**config.mk**
```make
export PLATFORM = sky130hd
export DESIGN_NAME = pipe_stage_buf
export DESIGN_NICKNAME = d
export VERILOG_FILES = /design/src/rtl/pipe_stage_buf.sv
export SDC_FILE = /design/constraint.sdc
export NUM_CORES = 1
export LEC_CHECK = 0
export ABC_AREA = 1
export CAP_MARGIN = 20
export CELL_PAD_IN_SITES_DETAIL_PLACEMENT = 0
export CELL_PAD_IN_SITES_GLOBAL_PLACEMENT = 1
export CORE_UTILIZATION = 41
export CTS_CLUSTER_SIZE = 28
export DETAILED_ROUTE_END_ITERATION = 6
export PLACE_DENSITY_LB_ADDON = 0.1
export SETUP_SLACK_MARGIN = 0.02
export SYNTH_ARGS = -nofsm -noshare
export SYNTH_HDL_FRONTEND = slang
export SYNTH_SLANG_ARGS = --single-unit
```
**constraint.sdc**
```tcl
create_clock -name clk -period 14.55 [get_ports clk]
set_input_delay 4.365 -clock clk [delete_from_list [all_inputs] [get_ports clk]]
set_output_delay 4.365 -clock clk [all_outputs]
set_load 0.005 [all_outputs]
```
**src/rtl/pipe_stage_buf.sv**
```systemverilog
// Elastic pipeline-stage buffer: a small circular FIFO between two pipeline stages,
// with flush (redirect kill), bubble accounting and flushed-entry accounting.
module pipe_stage_buf #(
    parameter int DATA_W = 64,
    parameter int DEPTH  = 2,
    parameter int CNT_W  = 16
) (
    input  logic                         clk,
    input  logic                         rst,
    input  logic                         in_valid,
    output logic                         in_ready,
    input  logic [DATA_W-1:0]            in_data,
    input  logic                         flush,
    output logic                         out_valid,
    input  logic                         out_ready,
    output logic [DATA_W-1:0]            out_data,
    output logic [$clog2(DEPTH+1)-1:0]   count,
    output logic [CNT_W-1:0]             bubble_cnt,
    output logic [CNT_W-1:0]             flush_cnt
);

    localparam int OCC_W = $clog2(DEPTH + 1);
    localparam int PTR_W = (DEPTH > 1) ? $clog2(DEPTH) : 1;
    localparam logic [OCC_W-1:0] FULL    = OCC_W'(DEPTH);
    localparam logic [PTR_W-1:0] LAST    = PTR_W'(DEPTH - 1);
    localparam logic [CNT_W-1:0] CNT_MAX = '1;

    logic [DATA_W-1:0] mem_q [DEPTH];
    logic [DATA_W-1:0] mem_d [DEPTH];
    logic [PTR_W-1:0]  rd_ptr_q, rd_ptr_d;
    logic [PTR_W-1:0]  wr_ptr_q, wr_ptr_d;
    logic [OCC_W-1:0]  count_q, count_d;
    logic [CNT_W-1:0]  bubble_cnt_q, bubble_cnt_d;
    logic [CNT_W-1:0]  flush_cnt_q, flush_cnt_d;
    logic [CNT_W:0]    flush_sum;
    logic              push;
    logic              pop;

    function automatic logic [PTR_W-1:0] next_ptr(input logic [PTR_W-1:0] p);
        return (p == LAST) ? '0 : p + 1'b1;
    endfunction

    // Handshake: a beat moves on a rising edge where valid and ready are both high.
    // in_ready may depend combinationally on out_ready (a full buffer accepts while
    // its head leaves); out_valid/out_data come only from flops. flush cancels both
    // transfers in its cycle.
    assign out_valid  = (count_q != '0);
    assign in_ready   = (count_q != FULL) | out_ready;
    assign out_data   = out_valid ? mem_q[rd_ptr_q] : '0;
    assign push       = in_valid & in_ready & ~flush;
    assign pop        = out_valid & out_ready & ~flush;
    assign count      = count_q;
    assign bubble_cnt = bubble_cnt_q;
    assign flush_cnt  = flush_cnt_q;

    always_comb begin
        mem_d        = mem_q;
        rd_ptr_d     = rd_ptr_q;
        wr_ptr_d     = wr_ptr_q;
        count_d      = count_q;
        bubble_cnt_d = bubble_cnt_q;
        flush_cnt_d  = flush_cnt_q;
        flush_sum    = {1'b0, flush_cnt_q} + (CNT_W+1)'(count_q);

        if (!out_valid && bubble_cnt_q != CNT_MAX) begin
            bubble_cnt_d = bubble_cnt_q + 1'b1;
        end

        if (flush) begin
            rd_ptr_d    = '0;
            wr_ptr_d    = '0;
            count_d     = '0;
            flush_cnt_d = flush_sum[CNT_W] ? CNT_MAX : flush_sum[CNT_W-1:0];
        end else begin
            if (push) begin
                mem_d[wr_ptr_q] = in_data;
                wr_ptr_d        = next_ptr(wr_ptr_q);
            end
            if (pop) begin
                rd_ptr_d = next_ptr(rd_ptr_q);
            end
            count_d = count_q + OCC_W'(push) - OCC_W'(pop);
        end
    end

    always_ff @(posedge clk) begin
        if (rst) begin
            rd_ptr_q     <= '0;
            wr_ptr_q     <= '0;
            count_q      <= '0;
            bubble_cnt_q <= '0;
            flush_cnt_q  <= '0;
        end else begin
            rd_ptr_q     <= rd_ptr_d;
            wr_ptr_q     <= wr_ptr_d;
            count_q      <= count_d;
            bubble_cnt_q <= bubble_cnt_d;
            flush_cnt_q  <= flush_cnt_d;
        end
    end

    // Payload storage is not reset; out_data masking hides stale entries.
    always_ff @(posedge clk) begin
        mem_q <= mem_d;
    end

endmodule

```
==> out/results.ini <==
[timing]
fmax_ghz=0.102
worstMarginPinSlew_ns=0.991
slew_headroom_pct=33.7
fin_crit_sh_pct=67.5
skew_ns=0.00910
hold_violations=0
drv_slew=0
period_minus_slack_ns=9.82
rsz0062_at_grt=false
fin_setup_tns_ns=0
setup_viol=0

[run]
cap_violations=0

[synth]
syn_area_um2=6810
synth_top_area_share_pct=56.4
ys_types=31
yosys-top-cells-count=nand2_1 (220), edfxtp_1 (128), a21oi_1 (89), nor2_1 (42), inv_1 (39)
synthArstFlopShare_pct=0
avgSynthCellArea_um2=10.3
syn_inst=662
synth-seq-cells=164
synth.area.top_cells=edfxtp_1 (56%), nand2_1 (12%), dfxtp_1 (11%)
yosysMostFrequentCell=nand2_1
yosysWarnings=0
synth_edf_count=128
synth_seq_area_share_pct=67.0
syn_nets=737
yosysTopAreaCell=edfxtp_1
synth-main-ff-cell=edfxtp_1

[floorplan]
ioPinCount=169
rows=46
die_y_um=131
dieArea_um2=17100
dieWidth_um=131
core_um2=16100
start_util_pct=42.4

[clock_tree]
clkSinkCount=164
holdBufCountCts=0
cts_tree=built
clkTransAtPathRegs_ns=0.06
cts-root-buf=clkbuf_16
cts_buffers=17
insertion_delay_ns=0.42
cts_resized=0
cts_max_level=4
clock_path_buffers=2
post-cts-setup-buffer-count=0

[power]
p_leak_uw=0.00322
ir_drop_mv=0.0833
power_uw=991
power_density_nw_per_um2=107

[worst_setup_path]
critical_path.max_fanout=2
worstSetupPathType=input pin to primary output
cp-start-kind=input pin
worst_ep_arrival_time_ns=5.45
end_kind=primary output
cp.required_ns=10.18

[route]
postRouteWirelength_um=16000
drt_iter0_drc=259
vias_per_cell=4.84
drt-pass1-iter-count=5
drcViolationCount=0
post_drt_wl_per_cell_um=15.1
num_vias=5110
ant_nets=0

[placed_design]
dp_hpwl_um=10000
finalWeightedCongestion=0.757
port_buffers=168

[worst_hold_path]
hp-class=register to register

[global_routing]
grt_overflow=0
first_global_vias=4843
antenna_found_initial=1
grt_max_degree=66
grt_use_total_pct=18.8
grt_pass1_wl_um=24000

[finish]
area_growth_pct=35.6
drive_gt1_share_pct=5.95
finalNetCount=902
n_fill_cell=1376
multi_input_area_um2=2000
num_antenna_cells=0
layout.area.seq_um2=4570

[outcome]
status=finished clean

==> per-stage QoR <==
stage / std cells / cell area [um^2] / hold WS, ns / utilization (%) / setup slack, ns
finish: 1056 / 9240 / 0.513 / 57.5 / 4.73
floorplan: 662 / 6810 / 0.459 / - / 5.67
global route: 1056 / 9240 / 0.555 / 57.5 / 4.70
CTS: 1056 / 9240 / 0.511 / 57.5 / 4.72
global placement: 1024 / 8700 / 0.490 / 54.2 / 4.72
detailed placement: 1024 / 8700 / 0.498 / 54.2 / 4.73
==> cell families (layout without fill, tap and decap cells) <==
group	after synthesis	after routing	synth area share [%]
flip-flops	164	164	67.0
buffers and inverters	67	245	3.97
XOR/XNOR	12	12	1.54
AND/OR/NAND/NOR	313	313	18.8
adder cells (fa/ha/maj)	6	6	1.21
AO/OA/AOI/OAI	100	100	7.46
==> final timing paths <==
path	startpoint	end	slack, ns	cells past startpoint
max	out_ready	in_ready	4.73	4
min	flush_cnt[12]$_SDFFE_PP0P_	flush_cnt[12]$_SDFFE_PP0P_	0.51	2
max reg2reg	count[1]$_SDFF_PP0_	count[1]$_SDFF_PP0_	11.59	10
min reg2reg	flush_cnt[12]$_SDFFE_PP0P_	flush_cnt[12]$_SDFFE_PP0P_	0.51	2
==> where the power goes <==
part	switching, uW	total [uW]	internal (uW)
sequential	4.60	522	518
combinational	29.6	64.0	34.4
clock	185	405	219
==> cell type report <==
cell class / instances / share of cell area [%]
Sequential cell: 164 / 49.4
Multi-Input combinational cell: 431 / 21.6
Timing Repair Buffer: 173 / 18.6
Clock buffer: 18 / 4.65
Tap cell: 216 / 2.93
Inverter: 40 / 1.63
Clock inverter: 14 / 1.14
==> critical path, cell delays in order <==
cell and delay, ns:
clkdlybuf4s50_1 0.48, nor2_1 0.05, nand2_1 0.07, clkdlybuf4s50_1 0.50
==> registers in the layout, indices dropped and copies added, names as in the netlist <==
register    flops
mem_q         128
count           2
bubble_cnt     16
flush_cnt      16
rd_ptr_q        1
wr_ptr_q        1
==> placed cells by master, fill, tap and decap left out, drive strengths merged, types with 4 or more instances in the layout <==
cell type / n
edfxtp: 128
dfxtp: 36
xor2: 6
buf: 5
a21oi: 89
nor2: 48
clkbuf: 18
inv: 42
clkinvlp: 4
clkinv: 8
ha: 5
nand4: 10
clkdlybuf4s50: 168
nand2: 222
o21ai: 9
xnor2: 6
nand3: 28
==> layer usage <==
layer / vias up / GRT usage [%] / wire (um) / share of wire (%)
li1: 2570 / - / - / -
met1: 2390 / 21.3 / 6580 / 41
met2: 129 / 33.2 / 8080 / 51
met3: 19 / 4.85 / 1020 / 6.4
met4: 2 / 8.32 / 259 / 1.6
met5: - / 0 / 12 / 0.075
No activity file was read; power rests on OpenSTA's default activity.
